**config.mk**
```make
export PLATFORM = sky130hd
export DESIGN_NAME = reservation_station
export DESIGN_NICKNAME = d
export VERILOG_FILES = /design/src/rtl/reservation_station.sv
export SDC_FILE = /design/constraint.sdc
export NUM_CORES = 1
export LEC_CHECK = 0
export CAP_MARGIN = 15
export CORE_MARGIN = 2
export CORE_UTILIZATION = 46
export DETAILED_ROUTE_END_ITERATION = 12
export PLACE_DENSITY = 0.74
export SETUP_SLACK_MARGIN = 0.4
export SLEW_MARGIN = 30
export SYNTH_ARGS = -nofsm -noshare
export SYNTH_HDL_FRONTEND = slang
export SYNTH_SLANG_ARGS = --single-unit
```
**constraint.sdc**
```tcl
create_clock -name clk -period 5.1 [get_ports clk]
set_input_delay 0.765 -clock clk [delete_from_list [all_inputs] [get_ports clk]]
set_output_delay 0.765 -clock clk [all_outputs]
set_load 0.03 [all_outputs]
```
**src/rtl/reservation_station.sv**
```systemverilog
// Reservation station: buffers dispatched instructions, wakes operands from the CDB and
// issues the oldest ready entry. Define RS_CDB_BYPASS_EN to resolve operands on dispatch.
package rs_pkg;
    localparam int unsigned ROB_IDX_LEN = 4;

    typedef struct packed {
        logic [ROB_IDX_LEN-1:0] rob_dest;
        logic                   cb1;
        logic [31:0]            val1;
        logic                   cb2;
        logic [31:0]            val2;
    } instruction_element_t;
endpackage

module reservation_station
    import rs_pkg::*;
#(
    parameter int unsigned WIDTH = $bits(instruction_element_t),
    parameter int unsigned DEPTH = 4
) (
    input  logic                   clk,
    input  logic                   rst,
    input  logic                   flush,
    input  logic                   vld_i,
    output logic                   rdy_i,
    input  logic [WIDTH-1:0]       instruction_i,
    input  logic                   cdb_vld_i,
    input  logic [ROB_IDX_LEN-1:0] cdb_tag_i,
    input  logic [31:0]            cdb_data_i,
    output logic                   vld_o,
    input  logic                   rdy_o,
    output logic [WIDTH-1:0]       instruction_o
);

    instruction_element_t entry_q [DEPTH];
    instruction_element_t entry_d [DEPTH];
    logic [DEPTH-1:0]     valid_q, valid_d;
    // older_q[i][j] set means entry i was allocated before entry j
    logic [DEPTH-1:0]     older_q [DEPTH];
    logic [DEPTH-1:0]     older_d [DEPTH];

    logic [DEPTH-1:0]     ready, sel, alloc, free;
    instruction_element_t in_elem, in_fix, out_elem;
    logic                 accept, issue, found;

    assign in_elem = instruction_element_t'(instruction_i);

    always_comb begin
        ready = '0;
        sel   = '0;
        for (int i = 0; i < DEPTH; i++) begin
            ready[i] = valid_q[i] & ~entry_q[i].cb1 & ~entry_q[i].cb2;
        end
        for (int i = 0; i < DEPTH; i++) begin
            sel[i] = ready[i];
            for (int j = 0; j < DEPTH; j++) begin
                if (ready[j] && older_q[j][i]) sel[i] = 1'b0;
            end
        end
    end

    always_comb begin
        out_elem = '0;
        for (int i = 0; i < DEPTH; i++) begin
            if (sel[i]) out_elem = entry_q[i];
        end
    end

    assign instruction_o = WIDTH'(out_elem);
    assign rdy_i         = ~rst & ~flush & ~(&valid_q);
    assign vld_o         = ~rst & ~flush & (|ready);
    assign accept        = vld_i & rdy_i;
    assign issue         = vld_o & rdy_o;
    assign free          = issue ? sel : '0;

    always_comb begin
        alloc = '0;
        found = 1'b0;
        for (int i = 0; i < DEPTH; i++) begin
            if (accept && !valid_q[i] && !found) begin
                alloc[i] = 1'b1;
                found    = 1'b1;
            end
        end
    end

    always_comb begin
        in_fix = in_elem;
`ifdef RS_CDB_BYPASS_EN
        if (cdb_vld_i && in_elem.cb1 && in_elem.val1[ROB_IDX_LEN-1:0] == cdb_tag_i) begin
            in_fix.val1 = cdb_data_i;
            in_fix.cb1  = 1'b0;
        end
        if (cdb_vld_i && in_elem.cb2 && in_elem.val2[ROB_IDX_LEN-1:0] == cdb_tag_i) begin
            in_fix.val2 = cdb_data_i;
            in_fix.cb2  = 1'b0;
        end
`endif
    end

    always_comb begin
        for (int i = 0; i < DEPTH; i++) begin
            entry_d[i] = entry_q[i];
            if (alloc[i]) begin
                entry_d[i] = in_fix;
            end else if (valid_q[i] && cdb_vld_i) begin
                if (entry_q[i].cb1 && entry_q[i].val1[ROB_IDX_LEN-1:0] == cdb_tag_i) begin
                    entry_d[i].val1 = cdb_data_i;
                    entry_d[i].cb1  = 1'b0;
                end
                if (entry_q[i].cb2 && entry_q[i].val2[ROB_IDX_LEN-1:0] == cdb_tag_i) begin
                    entry_d[i].val2 = cdb_data_i;
                    entry_d[i].cb2  = 1'b0;
                end
            end
        end
    end

    // A new entry is younger than every surviving entry; freed rows/columns clear.
    always_comb begin
        valid_d = (valid_q & ~free) | alloc;
        for (int i = 0; i < DEPTH; i++) begin
            for (int j = 0; j < DEPTH; j++) begin
                if (i == j) begin
                    older_d[i][j] = 1'b0;
                end else if (alloc[j]) begin
                    older_d[i][j] = valid_q[i] & ~free[i];
                end else if (alloc[i]) begin
                    older_d[i][j] = 1'b0;
                end else begin
                    older_d[i][j] = older_q[i][j] & ~free[i] & ~free[j];
                end
            end
        end
    end

    always_ff @(posedge clk) begin
        if (rst || flush) begin
            valid_q <= '0;
            for (int i = 0; i < DEPTH; i++) older_q[i] <= '0;
        end else begin
            valid_q <= valid_d;
            for (int i = 0; i < DEPTH; i++) older_q[i] <= older_d[i];
        end
    end

    always_ff @(posedge clk) begin
        for (int i = 0; i < DEPTH; i++) entry_q[i] <= entry_d[i];
    end

endmodule

```
# Word-level counts from Yosys, hierarchy flattened
# Memory sizes are Yosys's and may differ from the RTL's.
# Index checks and enable logic that the tools add are counted.
totals:
  romBits: 0
  mem_count: 2
  latchBits: 0
  inputBits: 112
  register_bits: 4
  output_inout_bits: 72
  wordCells: 197
  ram_bits: 296
op_classes:
  n_div: 0
  shift: 0
  addsub: 0
  eq_ne: 8
  mul: 0
  bitwise_logic: 63
  n_mux: 78
  n_reduce_logical: 45
  order_cmp: 0
mem_list:
  columns: ["memory", "words", "width", "rd", "rd_clocked_by_memory_dff", "write_ports", "line", "text"]
  rows:
  - ["entry_q", 4, 70, 4, 0, 4, "35", "instruction_element_t entry_q [DEPTH];"]
  - ["older_q", 4, 4, 4, 0, 4, "39", "logic [DEPTH-1:0] older_q [DEPTH];"]
op_table:
  columns: ["op", "count"]
  rows:
  - ["$mux W66", 8]
  - ["$mux W70", 4]
  - ["$mux W33", 8]
  - ["$mux W1", 49]
  - ["$and A1 B1 Y1", 41]
  - ["$mux W4", 9]
  - ["$logic_and A1 B1 Y1", 35]
  - ["$eq A4 B4 Y1", 8]
  - ["$not A1 Y1", 15]
  - ["$logic_not A1 Y1", 7]
  - ["$and A4 B4 Y4", 1]
  - ["$not A4 Y4", 1]
  - ["$or A1 B1 Y1", 4]
  - ["$or A4 B4 Y4", 1]
  - ["$reduce_and A4 Y1", 1]
  - ["$reduce_or A4 Y1", 1]
  - ["$logic_or A1 B1 Y1", 1]

# Logic depth before layout (Yosys ltp)
# Gate-level depths: netlist (run 1).
logic_depth:
  ltp_word: 18
  ltp_mapped: 9

# Least setup slack after synthesis (run 1)
# Ideal clock, no wire load.
synth_path:
  path_kind: "input to register"
  from: "in cdb_tag_i[1]"
  to: "mem entry_q[1][0] in the netlist's numbering, enable pin"
  n_path_buf: 1
  t_required_ns: 4.585
  cell_stages: 4
  setup_slack_ns: -0.218
  arrival_ns: 4.803
  path_cell_list: "clkbuf_1 > xnor2_1 > nand4_1 > o41ai_1"
synth_lines:
  columns: ["element", "line", "text"]
  rows:
  - ["from (decl)", "28", "input logic [ROB_IDX_LEN-1:0] cdb_tag_i,"]
  - ["to (decl)", "35", null]

# Worst setup path in the final report (run 1)
layout_path:
  from: "reg valid_q[0]"
  to: "out instruction_o[38]"
layout_via:
  elab_chain_cells: 11
  elab_cells_between_ends: 26
  cone_classes: "mux: 20; bitwise: 2; reduce/logical: 4"
layout_rtl:
  columns: ["element", "line", "text"]
  rows:
  - ["from (decl)", "37", "logic [DEPTH-1:0] valid_q, valid_d;"]
  - ["from (signal assigned)", "142", "valid_q <= valid_d;"]
  - ["$and A1 B1 Y1 * (2 in series)", "52", "ready[i] = valid_q[i] & ~entry_q[i].cb1 & ~entry_q[i].cb2;"]
  - ["$logic_and A1 B1 Y1", "57", "if (ready[j] && older_q[j][i]) sel[i] = 1'b0;"]
  - ["$mux W1 (4 in series)", "57", null]
  - ["$mux W70 (3 in series)", "65", "if (sel[i]) out_elem = entry_q[i];"]
  - ["$mux W70 *", "65", null]
  - ["to (decl)", "32", "output logic [WIDTH-1:0] instruction_o"]
# Every way passes the cells marked *; elsewhere a longest branch is shown, timed or not.

==> out/results.tsv, run 1 <==
metric	value	unit
status	finished, final reports clean	
Skew-Pair Late Insertion Delay	0.51	ns
most frequent cells in the layout	nand2_1 (716), edfxtp_1 (280), clkdlybuf4s50_1 (160)	
row count	64	
Max-slew headroom	52.7	%
per-cell routed wire length	21.7	microns
share of the yosys chip area belonging to registers	60.6	%
starting density of the core	46.9	%
Worst VDD drop	0.000214	V
setup ws final	0.473	ns
1st-iter DRT viols	1419	
clock buffer depth	3	
vias after detailed routing	12000	
asr flop ratio synth	0	%
Combinational Power Share	6.5	%
Post-DRT Antenna Nets	0	
wl on met1	16.7	mm
area of the multi-input gates	5420	sq um
crit path DAT	3.86	ns
Worst-Margin Slew	0.700	ns
final period utilization	90.7	%
total wire length	44.2	mm
max-slew violations	0	
placed instance area	16800	sq um
Max Cap Violations	0	
flops & latches, synth	296	
reg2reg end	entry_q[2][66]	
Hold Path Class	reg2reg	
Synth area leader	edfxtp_1	
Remaining DRCs	0	
Die Y	181	microns
routed wire length on met3	4.53	mm
DP Worst Slack	0.756	ns
Clock power frac	43.6	%
Detailed Place HPWL	28.5	mm
setup TNS	0	ns
TritonRoute pass-1 iters	7	
EDFF count, synth	280	
Total Routing Usage GR	26.3	%
Hold EP	older_q[3][0]	
Synth Area per Inst	9.94	sq um
min Tclk post-route	4.63	ns
Fmax	0.216	GHz
clk sinks	296	
crit path buf inv count	2	
crit path kind	reg2out	
Yosys top cell area share	58.4	%
Sw Ratio	21.6	%
total CTS buffers	34	
die area	32700	sq um
clock tree from TritonCTS	done	
hold_sp	older_q[3][0]	
slowest stage delay, CP	0.73	ns
CP Capture Type	output pin	
Pwr Total	5.41	mW
Root Driver	clkbuf_16	
RR Startpoint	valid_q[0]	
# setup viols final	0	
Cells after Synth	1448	
layout cells sized above 1	8.67	%
Most used DFF post-synth	edfxtp_1	
io pins	184	
P_sw	1.17	mW
RSZ-0062 raised after global routing	true	
Internal	4.24	mW
initial antenna violation count	0	
CP Cell Sequence	or3b_4 > nor4_4 > nor2b_4 > buf_6 > a221oi_1 > o31ai_1 > clkdlybuf4s50_1	
sequential group share of total power	49.9	%
first-pass GRT wire length	66.7	mm
Vias/cell	5.88	
diodes inserted	0	
depth of the most critical reg-to-reg path	4	
Leak	7.09	nW
H-tree depth	2	
Setup Skew	0.0184	ns
crit-path max FO	28	
flip-flop and latch area	8730	sq um
NumNets Final	1725	
top layer in use	met4	
CTS clk-pin slew, worst paths	0.06	ns
hold_buf cts	0	
power per cell area	300	nW/um^2
reg2reg setup slack	2.36	ns
hold path depth	1	
CORE AREA	30700	sq um
Synth cell types	49	
Synth-to-Final Area Change	25.2	%
IO Port Bufs	181	
number of global-route vias before repair	12000	
die width	181	microns
startpoint types	register	
ranking of synthesized cells by area	edfxtp_1 (58%), nand2_1 (19%), o31ai_1 (3.5%), a221oi_1 (2.9%), dfxtp_1 (2.2%)	
family with the most delay on the worst path	simple AND/OR/NAND/NOR gates	
cell area after synthesis	14400	sq um
Hold Vio Cnt, Final	0	
metal2 WL	21.5	mm
most common cell after layout, fill and taps aside	nand2_1	
Synth warnings	0	
Slowest-stage cell, CP	clkdlybuf4s50_1	
pin count of the biggest net entering global routing	73	
total grt overflow	0	
required time of the critical path	4.34	ns
Fillers	2457	
GPL Wtd Cong	0.899	
cell area after layout	18000	sq um
cell families after synthesis:
family | synth area share, %
buffers and inverters | 3.19
AND/OR/NAND/NOR | 23.3
other | 0.0260
flip-flops | 60.6
AO/OA/AOI/OAI | 11.0
XOR/XNOR | 1.95
how the worst max path moves through the flow:
stage / from / to / cells after the start
floorplan: cdb_tag_i[1] / entry_q[1][0] / 4
global placement: valid_q[0] / instruction_o[9] / 7
detailed placement: valid_q[0] / instruction_o[33] / 7
CTS: valid_q[1] / instruction_o[43] / 6
global route: valid_q[0] / instruction_o[38] / 7
finish: valid_q[0] / instruction_o[38] / 7
timing repair:
item	CTS	global route
gates cloned	0	1
resized for setup	1	25
setup buffers	2	0
pin swaps	0	1
endpoints found under the setup margin	40	46
synth_stat cells (3+ instances only):
| cell type | instances |
|---|---|
| nor4bb_1 | 10 |
| clkbuf_1 | 62 |
| nand4_1 | 8 |
| a21oi_1 | 4 |
| o31ai_1 | 68 |
| o21ai_0 | 4 |
| nand2_1 | 716 |
| edfxtp_1 | 280 |
| a22o_1 | 6 |
| o41ai_1 | 8 |
| xnor2_1 | 8 |
| o2111a_1 | 3 |
| a221oi_1 | 48 |
| xor2_1 | 24 |
| dfxtp_1 | 16 |
| nor2_1 | 78 |
| and2_1 | 9 |
| buf_1 | 10 |
| buf_4 | 4 |
| buf_2 | 22 |
| a221oi_2 | 20 |
| buf_6 | 3 |
power groups by stage:
stage | clock network (mW) | logic [mW] | registers (mW)
floorplan | 0 | 0.148 | 2.75
global placement | 0 | 0.332 | 2.75
detailed placement | 0 | 0.342 | 2.75
CTS | 2.37 | 0.345 | 2.70
global route | 2.46 | 0.379 | 2.70
finish | 2.36 | 0.350 | 2.70
metal layers:
layer	up-vias	track usage, %
li1	5399	-
met4	0	10.9
met5	-	0
met2	800	44.4
met1	5657	33.3
met3	108	4.80
registers in the layout (all words and copies together) (netlist names):
name / count
entry_q: 280
valid_q: 4
older_q: 12
worst reg2reg max path, stage by stage (launching register included):
cell and delay [ns]:
dfxtp_1 0.53, nand2_1 0.13, or3_2 0.77, inv_2 0.55
buf_4 0.41
metrics by stage:
step | util (%) | instances | hold WS (ns)
after floorplan | - | 1449 | 0.425
after global placement | 54.8 | 1967 | 0.448
after detailed placement | 54.9 | 1969 | 0.459
after CTS | 58.5 | 2032 | 0.475
after global routing | 58.8 | 2034 | 0.484
final | 58.8 | 2034 | 0.484
final cells by class:
| type | instances | area share, % |
|---|---|---|
| Inverter | 4 | 0.0833 |
| Tap cell | 396 | 2.75 |
| Timing Repair Buffer | 228 | 12.7 |
| Clock buffer | 46 | 5.49 |
| Clock inverter | 15 | 0.521 |
| Multi-Input combinational cell | 1049 | 30.1 |
| Sequential cell | 296 | 48.4 |
(Power assumes the default switching activity.)
==> run 2: changes to the inputs <==
--- a/config.mk
+++ b/config.mk
@@ -11,7 +11,7 @@
 export DETAILED_ROUTE_END_ITERATION = 12
 export PLACE_DENSITY = 0.74
 export SETUP_SLACK_MARGIN = 0.4
-export SLEW_MARGIN = 30
+export SLEW_MARGIN = 20
 export SYNTH_ARGS = -nofsm -noshare
 export SYNTH_HDL_FRONTEND = slang
 export SYNTH_SLANG_ARGS = --single-unit
==> run 2 against run 1 <==
Net effect:
- sequential share of layout area fell by 0.14 points
- sequential cell count is the same
- fmax up 1.4%
- utilization up 0.17 points
- critical path depth stayed put
- clock-buffer cell count shrank 1
- die area is the same
- cell count shrank 0.25%
- cell area up 0.28%
- non-clock buffer count down 2
- critical path type unchanged
- largest power group unchanged
- highest routed layer unchanged
==> out/results.tsv, run 2 (synthesis gave the netlist of run 1 again) <==
metric	value	unit	change
starting density of the core	46.9	%	unchanged
number of global-route vias before repair	11900		-0.69%
max reg flops	280		unchanged
layout cells sized above 1	8.82	%	+0.15 points
Max-slew headroom	23.7	%	-29 points
Remaining DRCs	0		unchanged
family with the most delay on the worst path	simple AND/OR/NAND/NOR gates		
min Tclk post-route	4.56	ns	-0.0658 ns
power per cell area	300	nW/um^2	about the same
Setup Skew	0.0163	ns	-0.00212 ns
hold_buf cts	0		unchanged
Top reg by flops	entry_q		
met3 usage	4.64	%	-0.16 points
diodes inserted	0		unchanged
Detailed Place HPWL	28.5	mm	about the same
total wire length	44.0	mm	-0.47%
die area	32700	sq um	unchanged
vias after detailed routing	11900		-0.74%
Hold EP	older_q[3][0]		
hold_sp	older_q[3][0]		
die width	181	microns	unchanged
Vias/cell	5.85		-0.50%
clk sinks	296		unchanged
depth of the most critical reg-to-reg path	4		unchanged
Clock power frac	43.7	%	about the same
total grt overflow	0		unchanged
crit path buf inv count	2		unchanged
Hold Vio Cnt, Final	0		unchanged
biggest regs	entry_q x280, older_q x12, valid_q x4		
Post-DRT Antenna Nets	0		unchanged
final core occ	58.9	%	+0.17 points
Hold Path Class	reg2reg		
GPL Wtd Cong	0.899		unchanged
CP Cell Sequence	or3b_4 > nor4_4 > nor2b_4 > buf_4 > a221oi_2 > o31ai_1 > clkdlybuf4s50_1		
Leak	7.55	nW	+6.4%
DP Worst Slack	0.755	ns	-0.00116 ns
row count	64		unchanged
reg2reg end	entry_q[1][44]		
# setup viols final	0		unchanged
NumNets Final	1720		-0.29%
routing usage on met2	44.4	%	about the same
most frequent cells in the layout	nand2_1 (716), edfxtp_1 (280), clkdlybuf4s50_1 (135)		
1st-iter DRT viols	1365		-3.8%
CP Capture Type	output pin		
crit path DAT	3.80	ns	-0.06 ns
slowest stage delay, CP	0.74	ns	about the same
P_sw	1.15	mW	-1.2%
per-cell routed wire length	21.7	microns	-0.23%
Fmax	0.219	GHz	+1.4%
required time of the critical path	4.34	ns	about the same
IO Port Bufs	181		unchanged
startpoint types	register		
Worst VDD drop	0.000258	V	+21%
Skew-Pair Late Insertion Delay	0.57	ns	+0.06 ns
Max Cap Violations	0		unchanged
crit path kind	reg2out		
setup ws final	0.539	ns	+0.0658 ns
first-pass GRT wire length	66.9	mm	+0.31%
Total Routing Usage GR	26.4	%	+0.084 points
sequential group share of total power	49.8	%	about the same
RR Startpoint	entry_q[1][34]		
reg2reg setup slack	2.25	ns	-0.11 ns
TritonRoute pass-1 iters	5		-2
status	finished, final reports clean		
clock tree from TritonCTS	done		
busiest grt layer	met2		
io pins	184		unchanged
GRT met1 Usage	34.2	%	+0.85 points
Pwr Total	5.42	mW	+0.22%
Internal	4.26	mW	+0.60%
Worst-Margin Slew	1.14	ns	+0.441 ns
crit-path max FO	13		-54%
CTS clk-pin slew, worst paths	0.06	ns	about the same
pin count of the biggest net entering global routing	73		unchanged
max-slew violations	0		unchanged
initial antenna violation count	0		unchanged
Root Driver	clkbuf_16		
hold path depth	1		unchanged
setup TNS	0	ns	unchanged
H-tree depth	1		-1
Sw Ratio	21.3	%	-0.30 points
total CTS buffers	31		-8.8%
CORE AREA	30700	sq um	unchanged
clock buffer depth	3		unchanged
Die Y	181	microns	unchanged
Synth-to-Final Area Change	25.6	%	
most common cell after layout, fill and taps aside	nand2_1		
final period utilization	89.4	%	-1.3 points
Combinational Power Share	6.4	%	about the same
RSZ-0062 raised after global routing	false		
Slowest-stage cell, CP	clkdlybuf4s50_1		
==> run 2: per-stage QoR <==
step	hold slack (ns)	cells	instance area [sq um]
floorplan	0.425	1449	14500
global placement	0.448	1967	16800
detailed placement	0.455	1967	16800
CTS	0.475	2028	17900
global route	0.491	2029	18100
finish	0.477	2029	18100
==> run 2: how the worst max path moves through the flow <==
stage                             from                 to  slack (ns)  cells after the start
after global routing        valid_q[0]  instruction_o[25]        0.40                      7
after detailed placement    valid_q[0]   instruction_o[9]        0.76                      7
after CTS                   valid_q[0]  instruction_o[12]        0.41                      8
after floorplan           cdb_tag_i[1]      entry_q[1][0]        1.36                      4
final                       valid_q[0]  instruction_o[64]        0.54                      7
after global placement      valid_q[0]   instruction_o[9]        0.85                      7
==> run 2: final cells by class <==
| type | instances | area, sq um |
|---|---|---|
| fillers | 2476 | 12600 |
| flip-flops and latches | 296 | 8730 |
| multi-input cells | 1049 | 5420 |
| repair buffers | 226 | 2330 |
| clock buffers | 45 | 908 |
| well taps | 396 | 495 |
| clock inverters | 13 | 174 |
| inverters | 4 | 15.0 |
==> run 2: metal layers <==
layer / wire [microns] / vias up
li1: - / 5384
met1: 16500 / 5609
met2: 21400 / 764
met3: 4610 / 118
met4: 1480 / 0
met5: 0 / -
==> run 2: worst register-to-register path: cells and delay by family (launching register included) <==
kind,cells,cell delay (ns)
DFF,1,0.41
and+or+nand+nor,1,0.24
AOI/OAI and AO/OA,1,0.96
buffers and inverters,1,0.56
xor gates and xnor gates,1,0.28
==> run 2: what timing repair did <==
item | CTS | global route
endpoints found under the setup margin | 48 | 51
gates cloned | 1 | 0
hold endpoints to repair | 0 | 0
resized for setup | 4 | 48
buffers inserted | 2 | 0
pin swaps | 1 | 0
==> run 2: power groups by stage <==
| stage | combinational [mW] | sequential (mW) | clock (mW) |
|---|---|---|---|
| 2_1_floorplan | 0.148 | 2.75 | 0 |
| 3_3_place_gp | 0.332 | 2.75 | 0 |
| 3_5_place_dp | 0.342 | 2.75 | 0 |
| 4_1_cts | 0.345 | 2.70 | 2.39 |
| 5_1_grt | 0.378 | 2.70 | 2.49 |
| 6_report | 0.349 | 2.70 | 2.37 |
